$ cat config.mk
export PLATFORM = sky130hd
export DESIGN_NAME = an_encoder_awe_clk_flat
export DESIGN_NICKNAME = d
export VERILOG_FILES = /design/src/rtl/an_encoder_awe_clk_if.sv /design/src/rtl/an_encoder_awe_clk.sv /design/src/flat_wrapper.sv
export SDC_FILE = /design/constraint.sdc
export NUM_CORES = 1
export LEC_CHECK = 0
export CAP_MARGIN = 0
export CORE_UTILIZATION = 45
export DETAILED_ROUTE_END_ITERATION = 12
export REMOVE_ABC_BUFFERS = 1
export SYNTH_ARGS = -nofsm -noshare
export SYNTH_HDL_FRONTEND = slang
export SYNTH_SLANG_ARGS = --single-unit
$ cat constraint.sdc
create_clock -name clk -period 5.5 [get_ports clk]
set_clock_uncertainty 0.15 [all_clocks]
set_input_delay 1.1 -clock clk [delete_from_list [all_inputs] [get_ports clk]]
set_output_delay 1.1 -clock clk [all_outputs]
set_load 0.02 [all_outputs]
$ cat src/rtl/an_encoder_awe_clk_if.sv
// rtl/an_encoder_awe_clk_if.sv - handshake bundle between the AN-code encoder and its neighbours
//
// Groups the input-word handshake, the codeword handshake and, when ERR_INJ_EN
// is defined, the per-word error-injection controls.
//   in_valid/in_ready/N_in     : data word N offered to the encoder
//   out_valid/out_ready/W      : codeword W = A*N (+E) delivered downstream
//   inj_en/inj_neg/inj_pos     : +/-2^inj_pos arithmetic error (ERR_INJ_EN only)
// Modport master = the side that supplies words and consumes codewords;
// modport slave = the encoder.
interface an_encoder_awe_clk_if #(
    parameter int N_BITS = 31,
    parameter int W_BITS = 38
) ();
    logic              in_valid;
    logic              in_ready;
    logic [N_BITS-1:0] N_in;
    logic              out_valid;
    logic              out_ready;
    logic [W_BITS-1:0] W;
`ifdef ERR_INJ_EN
    logic              inj_en;
    logic              inj_neg;
    logic [5:0]        inj_pos;
`endif

    modport master (
        output in_valid,
        output N_in,
        output out_ready,
`ifdef ERR_INJ_EN
        output inj_en,
        output inj_neg,
        output inj_pos,
`endif
        input  in_ready,
        input  out_valid,
        input  W
    );

    modport slave (
        input  in_valid,
        input  N_in,
        input  out_ready,
`ifdef ERR_INJ_EN
        input  inj_en,
        input  inj_neg,
        input  inj_pos,
`endif
        output in_ready,
        output out_valid,
        output W
    );
endinterface

$ cat src/rtl/an_encoder_awe_clk.sv
// rtl/an_encoder_awe_clk.sv - sequential shift-add AN-code encoder, W = A*N (+E) mod 2^W_BITS
//
// One multiplier bit of A is consumed per cycle, so a word spends A_BITS cycles
// in MUL after being accepted. Optional feature macro: ERR_INJ_EN adds a single
// arithmetic error +/-2^inj_pos to the codeword, latched with the word.
// Ports:
//   clk  : clock, rising edge
//   rst  : asynchronous active-high reset
//   bus  : an_encoder_awe_clk_if.slave (word in, codeword out, injection controls)
module an_encoder_awe_clk #(
    parameter int A      = 83,
    parameter int A_BITS = 7,
    parameter int N_BITS = 31,
    parameter int W_BITS = 38
) (
    input  logic                 clk,
    input  logic                 rst,
    an_encoder_awe_clk_if.slave  bus
);

    typedef enum logic [1:0] {
        ST_IDLE = 2'd0,
        ST_MUL  = 2'd1,
        ST_DONE = 2'd2
    } state_t;

    localparam logic [A_BITS-1:0] A_VEC  = A_BITS'(A);
    localparam logic [A_BITS-1:0] I_ONE  = A_BITS'(1);
    localparam logic [A_BITS-1:0] I_LAST = A_BITS'(A_BITS - 1);
    localparam logic [W_BITS-1:0] W_ONE  = W_BITS'(1);

    state_t             state;
    logic [W_BITS-1:0]  acc;
    logic [W_BITS-1:0]  mcand;
    logic [A_BITS-1:0]  i;
    logic [A_BITS-1:0]  a_shift;
    logic               a_bit;
    logic [W_BITS-1:0]  next_acc;
    logic [W_BITS-1:0]  inj_term;

    // Current multiplier bit A[i], taken by shifting so the index width needs no trimming.
    assign a_shift  = A_VEC >> i;
    assign a_bit    = a_shift[0];
    assign next_acc = a_bit ? (acc + (mcand << i)) : acc;

`ifdef ERR_INJ_EN
    logic [W_BITS-1:0] inj_mag;

    // Positions at or beyond W_BITS would shift out entirely; treat them as no error.
    always_comb begin
        inj_mag  = '0;
        inj_term = '0;
        if (bus.inj_en && (int'(bus.inj_pos) < W_BITS)) begin
            inj_mag  = W_ONE << bus.inj_pos;
            inj_term = bus.inj_neg ? (~inj_mag + W_ONE) : inj_mag;
        end
    end
`else
    assign inj_term = '0;
`endif

    assign bus.in_ready = (state == ST_IDLE);

    always_ff @(posedge clk or posedge rst) begin
        if (rst) begin
            state         <= ST_IDLE;
            acc           <= '0;
            mcand         <= '0;
            i             <= '0;
            bus.out_valid <= 1'b0;
            bus.W         <= '0;
        end else begin
            case (state)
                ST_IDLE: begin
                    if (bus.in_valid) begin
                        mcand <= {{(W_BITS - N_BITS){1'b0}}, bus.N_in};
                        // Preloading the error term means the multiply needs no extra add cycle.
                        acc   <= inj_term;
                        i     <= '0;
                        state <= ST_MUL;
                    end
                end
                ST_MUL: begin
                    acc <= next_acc;
                    if (i == I_LAST) begin
                        bus.W         <= next_acc;
                        bus.out_valid <= 1'b1;
                        state         <= ST_DONE;
                    end else begin
                        i <= i + I_ONE;
                    end
                end
                ST_DONE: begin
                    if (bus.out_ready) begin
                        bus.out_valid <= 1'b0;
                        state         <= ST_IDLE;
                    end
                end
                default: begin
                    state         <= ST_IDLE;
                    bus.out_valid <= 1'b0;
                end
            endcase
        end
    end

endmodule

$ cat src/flat_wrapper.sv
// flat-port wrapper written by rule: the top's interface ports become plain ports
module an_encoder_awe_clk_flat 
#(
    parameter int A      = 83,
    parameter int A_BITS = 7,
    parameter int N_BITS = 31,
    parameter int W_BITS = 38
)
  (clk, rst, bus_in_valid, bus_N_in, bus_out_ready, bus_in_ready, bus_out_valid, bus_W);
  an_encoder_awe_clk_if #(.N_BITS(N_BITS), .W_BITS(W_BITS)) bus_i ();
  input  logic clk;
  input  logic rst;
  input wire logic [$bits(bus_i.in_valid)-1:0] bus_in_valid;
  input wire logic [$bits(bus_i.N_in)-1:0] bus_N_in;
  input wire logic [$bits(bus_i.out_ready)-1:0] bus_out_ready;
  output wire logic [$bits(bus_i.in_ready)-1:0] bus_in_ready;
  output wire logic [$bits(bus_i.out_valid)-1:0] bus_out_valid;
  output wire logic [$bits(bus_i.W)-1:0] bus_W;
  assign bus_i.in_valid = bus_in_valid;
  assign bus_i.N_in = bus_N_in;
  assign bus_i.out_ready = bus_out_ready;
  assign bus_in_ready = bus_i.in_ready;
  assign bus_out_valid = bus_i.out_valid;
  assign bus_W = bus_i.W;
  an_encoder_awe_clk #(.A(A), .A_BITS(A_BITS), .N_BITS(N_BITS), .W_BITS(W_BITS)) u_core (.clk(clk), .rst(rst), .bus(bus_i));
endmodule
==> run_results.csv, run 1 <==
group,metric,value,unit
floorplan,design.die.area,20010,um^2
timing,timing_worst_slew_pin_value,0.8913,ns
timing,maxSlewHeadroom,40.44,%
synth,synth-warning-count,0,
floorplan,top_level_ports,75,
final_layout,post_route_cells_drive_above_1_share,8.035,%
timing,achievable-frequency,0.2022,GHz
place,place_ws,0.4878,ns
final_layout,layout_common_cells,"sky130_fd_sc_hd__nand2_1 (202), sky130_fd_sc_hd__dfrtp_1 (115), sky130_fd_sc_hd__nor2_1 (110)",
critical_path,critical-path-max-stage-delay,0.64,ns
critical_path,worst_r2r_path_depth,16,
synth,dominant_register_cell_in_the_synthesized_netlist,"sky130_fd_sc_hd__dfrtp_1",
final_layout,syn_to_final_growth,17.50,%
timing,rsz0062_at_grt,"false",
clocking,tritoncts.num_buffers,17,
place,io_buffers,74,
timing,min_period_over_period,89.91,%
critical_path,cp.required,5.65,ns
place,place_congestion,0.9602,
outcome,status,"finished clean",
clocking,clock-sinks,117,
drt,drt_pre_antenna_iters,6,
critical_path,critical_path.slowest_cell,"sky130_fd_sc_hd__dfrtp_4",
synth,synth_cells,1103,
timing,hold_viol_final,0,
worst_hold_path,hold_depth,2,
drt,maxUsedRoutingLayer,"met4",
final_layout,mostFrequentLayoutCell,"sky130_fd_sc_hd__nand2_1",
critical_path,arr_time_crit_path,5.10,ns
clocking,clockBufferDepth,2,
grt,antenna_found_initial,0,
final_layout,final_cell_count_no_fill,1405,
critical_path,crit_buf_inv,0,
drt,dr.first_iter.drc_count,759,
timing,tns,0,ns
grt,grt_pass1_vias,7226,
synth,seq_area_frac_synth,33.46,%
floorplan,core_area,18890,um^2
critical_path,regToRegStartpoint,"u_core.i[1]$_DFFE_PP0P_",
clocking,cts_tree,"built",
critical_path,timing.rr.end,"u_core.bus.W[36]$_DFFE_PP0P_",
drt,drc_errors,0,
timing,finalSetupViolCount,0,
clocking,clock_latency,0.42,ns
grt,grt_first_pass_wirelength,38670,um
grt,global_route.usage.total,24.67,%
drt,final_antenna_net_count,0,
synth,synthesis.area_per_instance,7.933,um^2
synth,async_reset_ff_share,100.0,%
clocking,ctsHtreeMaxLevel,4,
place,place.detailed.hpwl,16480,um
drt,met2WireLength,10180,um
floorplan,die_width,141.4,um
clocking,cts_root_buf,"sky130_fd_sc_hd__clkbuf_16",
synth,ys_ff_latch,117,
drt,routed_wl,23360,um
floorplan,initial_core_utilization,46.31,%
drt,route.layer.met1.wl,11480,um
critical_path,endpoint_kind,"flop",
drt,wl_per_cell,16.63,um
final_layout,n_antenna_cell,0,
timing,final_period_minus_worst_setup_slack,4.945,ns
grt,grt_remaining_overflow,0,
synth,netlist_area,8750,um^2
critical_path,r2r_slack,0.56,ns
drt,via_count,7832,
critical_path,crit_path_cell_trace,"mux2i_1, o22a_1, nor2_1, a21oi_1, a21oi_1, nor2b_1, ha_1, nand4_1, or3_1, a2111oi_2, o2111ai_1, a21oi_2, a41oi_1, o21ai_2, mux2i_1, nand3_1",
worst_hold_path,hold_start,"u_core.bus.W[15]$_DFFE_PP0P_",
timing,final.setup.worst_slack,0.5551,ns
final_layout,final_net_count,1207,
critical_path,timing_worst_setup_path_type,"flop to flop",
worst_hold_path,timing.hold.worst.class,"flop to flop",
job,drv.max_cap_violation_count,0,
synth,synth-edff-count,0,
grt,grt_max_degree,69,
critical_path,cp-start-kind,"flop",
timing,final-max-slew-violation-count,0,
critical_path,timing.critical_path.fanout_max,28,
floorplan,placement_rows,50,
drt,detail_route.vias_per_cell,5.574,
synth,synth.lib_cells_used.distinct,68,
critical_path,cpLargestDelayFamily,"compound AO/OA/AOI/OAI gates",
drt,dr_wl_met3,1038,um
worst_hold_path,endpoint_of_the_worst_hold_timing_path,"u_core.bus.W[15]$_DFFE_PP0P_",
clocking,path_clk_slew,0.05,ns
place,dp_cells,1373,
floorplan,die-height,141.4,um
-- timing repair --
| item | in CTS | in global routing |
|---|---|---|
| buffers inserted | 0 | 0 |
| gates resized for setup | 0 | 1 |
| endpoints found under the setup margin | 0 | 2 |
| hold buffers | 0 | 0 |
-- layout make-up --
cell class | instances | area, um^2
Clock inverter | 9 | 150.1
Tap cell | 260 | 325.3
Sequential cell | 117 | 2933
Clock buffer | 23 | 478.0
Inverter | 16 | 62.56
Multi-Input combinational cell | 891 | 5466
Timing Repair Buffer | 89 | 865.8
Fill cell | 1816 | 8612
-- routing by layer --
metal  track usage (%)  vias to the layer above
li1                  -                     3952
met1             35.90                     3598
met2             36.61                      234
met3             3.375                       48
met4             10.41                        0
met5                 0                        -
-- worst reg2reg max path: cells and delay by family (launching register included) --
family / cells / cell delay (ns)
adders and majority gates: 1 / 0.42
DFF: 1 / 0.64
AOI/OAI and AO/OA: 8 / 2.19
muxes: 2 / 0.50
and+or+nand+nor: 5 / 0.94
-- per-stage QoR --
| stage | area (um^2) | hold WS [ns] | utilization, % |
|---|---|---|---|
| floorplan | 8431 | 0.3082 | - |
| global placement | 9651 | 0.3143 | 51.08 |
| detailed placement | 9651 | 0.3196 | 51.08 |
| CTS | 10280 | 0.3319 | 54.40 |
| global route | 10280 | 0.3448 | 54.42 |
| finish | 10280 | 0.3253 | 54.42 |
-- sequential cells by signal, summed over array words and instances (netlist names) --
signal and flops:
u_core.state 2, u_core.bus.out_valid 1, u_core.mcand 31, u_core.i 7, u_core.bus.W 38, u_core.acc 38
-- how the worst max path moves through the flow --
stage / cells after the start / startpoint / slack, ns / endpoint
after global routing: 20 / u_core.i[1]$_DFFE_PP0P_ / 0.12 / u_core.bus.W[32]$_DFFE_PP0P_
after global placement: 16 / u_core.i[1]$_DFFE_PP0P_ / 0.59 / u_core.bus.W[36]$_DFFE_PP0P_
final: 16 / u_core.i[1]$_DFFE_PP0P_ / 0.56 / u_core.bus.W[36]$_DFFE_PP0P_
after CTS: 20 / u_core.i[1]$_DFFE_PP0P_ / 0.48 / u_core.bus.W[36]$_DFFE_PP0P_
after detailed placement: 20 / u_core.i[1]$_DFFE_PP0P_ / 0.49 / u_core.bus.W[36]$_DFFE_PP0P_
after floorplan: 16 / u_core.i[1]$_DFFE_PP0P_ / 0.38 / u_core.bus.W[37]$_DFFE_PP0P_
-- cell usage after synthesis, types with 3 or more instances --
master                     count  area [um^2]
sky130_fd_sc_hd__or2_2         3        18.77
sky130_fd_sc_hd__a221oi_1      3        26.28
sky130_fd_sc_hd__nor4_1        4        25.02
sky130_fd_sc_hd__o21a_1       15        112.6
sky130_fd_sc_hd__nand4_1       8        50.05
sky130_fd_sc_hd__buf_2         3        15.01
sky130_fd_sc_hd__o21ai_0      36        180.2
sky130_fd_sc_hd__or3_1         3        18.77
sky130_fd_sc_hd__clkbuf_1     61        229.0
sky130_fd_sc_hd__mux2_1        5        56.30
sky130_fd_sc_hd__mux2_2       17        191.4
sky130_fd_sc_hd__mux4_2        6        135.1
sky130_fd_sc_hd__xnor2_1      20        175.2
sky130_fd_sc_hd__a21oi_1      85        425.4
sky130_fd_sc_hd__xor2_1       18        157.7
sky130_fd_sc_hd__dfrtp_1     117         2928
sky130_fd_sc_hd__ha_1         39        488.0
sky130_fd_sc_hd__a21o_1       20        150.1
sky130_fd_sc_hd__a31oi_1       6        37.54
sky130_fd_sc_hd__buf_1        12        45.04
sky130_fd_sc_hd__a41oi_1       3        26.28
sky130_fd_sc_hd__o21bai_1      7        52.55
sky130_fd_sc_hd__nand3_1      57        285.3
sky130_fd_sc_hd__nor3_1       20        100.1
sky130_fd_sc_hd__and3_1       13        81.33
sky130_fd_sc_hd__nand2b_1      7        43.79
sky130_fd_sc_hd__inv_1        15        56.30
sky130_fd_sc_hd__a211oi_1     17        127.6
sky130_fd_sc_hd__o21ai_1      67        335.3
sky130_fd_sc_hd__mux2i_1      45        450.4
sky130_fd_sc_hd__nand2_1     204        765.7
sky130_fd_sc_hd__nor2_1      111        416.7
sky130_fd_sc_hd__o31ai_1       3        22.52
sky130_fd_sc_hd__nor2b_1      10        62.56
sky130_fd_sc_hd__o31ai_2       3        37.54
-- logic make-up (layout without fill, tap and decap cells) --
group                      Yosys count  after routing  synth area share [%]
DFF                                117            117                 33.46
xor gates and xnor gates            38             38                 3.804
AOI/OAI and AO/OA                  289            289                 20.49
and+or+nand+nor                    450            450                 22.41
buffers and inverters               95            137                 4.333
adders and majority gates           40             40                 5.806
muxes                               74             74                 9.695
Power of run 1 is not shown: default switching activity piles up to over one toggle a cycle in this logic, so the estimate is an artifact.
==> run 2: changes to the inputs <==
--- a/config.mk
+++ b/config.mk
@@ -7,7 +7,9 @@
 export LEC_CHECK = 0
 export CAP_MARGIN = 0
 export CORE_UTILIZATION = 45
+export CTS_BUF_LIST = sky130_fd_sc_hd__clkbuf_8 sky130_fd_sc_hd__clkbuf_16
 export DETAILED_ROUTE_END_ITERATION = 12
+export PLACE_DENSITY = 0.7
 export REMOVE_ABC_BUFFERS = 1
 export SYNTH_ARGS = -nofsm -noshare
 export SYNTH_HDL_FRONTEND = slang
==> run_results.csv, run 2 (same netlist as run 1, synthesis figures left out) <==
group,metric,value,unit
outcome,status,"finished clean",
clocking,ctsHtreeMaxLevel,4,
critical_path,endpoint_kind,"flop",
final_layout,final_net_count,1208,
clocking,clock_latency,0.42,ns
drt,dr.first_iter.drc_count,677,
worst_hold_path,hold_start,"u_core.bus.W[15]$_DFFE_PP0P_",
critical_path,timing.critical_path.fanout_max,19,
timing,tns,0,ns
floorplan,top_level_ports,75,
timing,achievable-frequency,0.2039,GHz
timing,finalSetupViolCount,0,
grt,global_route.usage.total,24.29,%
drt,drc_errors,0,
critical_path,timing_worst_setup_path_type,"flop to flop",
timing,hold_viol_final,0,
floorplan,initial_core_utilization,46.31,%
critical_path,critical_path.slowest_cell,"sky130_fd_sc_hd__dfrtp_2",
grt,grt_max_degree,70,
critical_path,critPathLaunch,"u_core.i[1]$_DFFE_PP0P_",
floorplan,design.die.area,20010,um^2
drt,via_count,7909,
clocking,cts_hold_repair.buffers,0,
timing,final_period_minus_worst_setup_slack,4.903,ns
critical_path,cp.required,5.65,ns
place,io_buffers,74,
final_layout,syn_to_final_growth,17.25,%
clocking,clockBufferDepth,2,
drt,detail_route.vias_per_cell,5.625,
floorplan,placement_rows,50,
final_layout,n_antenna_cell,0,
clocking,path_clk_slew,0.06,ns
grt,grt_first_pass_wirelength,38320,um
final_layout,finish.utilization,54.30,%
grt,antenna_found_initial,0,
floorplan,die_width,141.4,um
drt,final_antenna_net_count,0,
place,place_congestion,0.9580,
timing,hold_slack,0.3219,ns
clocking,post_cts_setup_buffers,0,
critical_path,regToRegStartpoint,"u_core.i[1]$_DFFE_PP0P_",
final_layout,biggestRegsByFlops,"u_core.acc (38), u_core.bus.W (38), u_core.mcand (31)",
critical_path,r2r_slack,0.60,ns
job,drv.max_cap_violation_count,0,
critical_path,cp_common_cell,"sky130_fd_sc_hd__nor2_1",
floorplan,core_area,18890,um^2
final_layout,layout_common_cells,"sky130_fd_sc_hd__nand2_1 (202), sky130_fd_sc_hd__dfrtp_1 (115), sky130_fd_sc_hd__nor2_1 (110)",
critical_path,cp-start-kind,"flop",
grt,grt_pass1_vias,7428,
floorplan,die-height,141.4,um
final_layout,post_route_cells_drive_above_1_share,8.028,%
worst_hold_path,timing.hold.worst.class,"flop to flop",
timing,min_period_over_period,89.15,%
timing,maxSlewHeadroom,19.09,%
critical_path,critical-path-max-stage-delay,0.59,ns
grt,grt_remaining_overflow,0,
critical_path,arr_time_crit_path,5.05,ns
drt,wl_per_cell,16.48,um
clocking,cts_tree,"built",
critical_path,crit_path_cell_trace,"buf_4, mux2i_1, nand2_1, o21ai_0, nor2_1, nor2_1, mux2_2, nor2_1, a21oi_1, nor2_1, ha_1, nand3_1, or3_1, a2111oi_2, o2111ai_1, a21oi_2, a41oi_1, o21ai_2, mux2i_1, nand3_1",
clocking,cts_root_buf,"sky130_fd_sc_hd__clkbuf_16",
drt,routed_wl,23160,um
final_layout,mostFrequentLayoutCell,"sky130_fd_sc_hd__nand2_1",
clocking,clock-sinks,117,
clocking,tritoncts.num_buffers,17,
drt,drt_pre_antenna_iters,5,
place,place.detailed.hpwl,16280,um
timing,final-max-slew-violation-count,0,
timing,rsz0062_at_grt,"false",
timing,timing_worst_slew_pin_value,1.209,ns
## run 2: changes by cell type in the layout (fill, tap and decap cells not counted), sizes merged
| cell | previous run | this run |
|---|---|---|
| clkbuf | 23 | 19 |
| buf | 15 | 16 |
| inv | 16 | 20 |
## run 2: cell type report
cell class / count / area (um^2)
well taps: 260 / 325.3
repair buffers: 90 / 860.8
fillers: 1818 / 8635
multi-input cells: 891 / 5461
clock inverters: 13 / 165.2
clock buffers: 19 / 452.9
flip-flops and latches: 117 / 2930
inverters: 16 / 62.56
## run 2: what timing repair did
action / in CTS / in global routing
endpoints found under the setup margin: 0 / 2
hold endpoints to repair: 0 / 0
resized for setup: 0 / 1
## run 2: worst max-delay path: cells and delay by family (launching register included)
kind            cells  cell delay (ns)
compound gates      7             1.63
buf+inv             1             0.34
mux                 3             0.68
simple gates        8             0.97
fa+ha+maj           1             0.41
flops               1             0.59
## run 2: layer usage
metal	track usage [%]	vias to the layer above	wire (um)
li1	-	3962	-
met1	32.82	3686	10980
met2	38.85	228	10550
met3	4.252	33	1071
met4	9.394	0	562
met5	0	-	0
## run 2: final timing paths
| kind | end | cells past startpoint |
|---|---|---|
| min in group asynchronous | u_core.bus.W[15]$_DFFE_PP0P_ | 2 |
| min reg2reg | u_core.bus.W[15]$_DFFE_PP0P_ | 2 |
| max in group asynchronous | u_core.i[1]$_DFFE_PP0P_ | 3 |
| min | u_core.bus.W[15]$_DFFE_PP0P_ | 2 |
| max reg2reg | u_core.bus.W[36]$_DFFE_PP0P_ | 20 |
| max | u_core.bus.W[36]$_DFFE_PP0P_ | 20 |
## run 2: through the flow
| stage | setup slack [ns] | cells | instance area [um^2] |
|---|---|---|---|
| after floorplan | 0.3824 | 1024 | 8431 |
| after global placement | 0.5816 | 1374 | 9639 |
| after detailed placement | 0.4414 | 1374 | 9639 |
| after CTS | 0.3919 | 1406 | 10260 |
| after global routing | 0.1464 | 1406 | 10260 |
| final | 0.5967 | 1406 | 10260 |
Power of run 2 is left out for the same reason.
==> run 3: changes to the inputs <==
--- a/config.mk
+++ b/config.mk
@@ -6,6 +6,7 @@
 export NUM_CORES = 1
 export LEC_CHECK = 0
 export CAP_MARGIN = 0
+export CORE_MARGIN = 1
 export CORE_UTILIZATION = 45
 export CTS_BUF_LIST = sky130_fd_sc_hd__clkbuf_8 sky130_fd_sc_hd__clkbuf_16
 export DETAILED_ROUTE_END_ITERATION = 12
==> results of run 3 <==
Final layout, timing and power as in run 2 (identical DEF).
Power of run 3 is left out for the same reason.
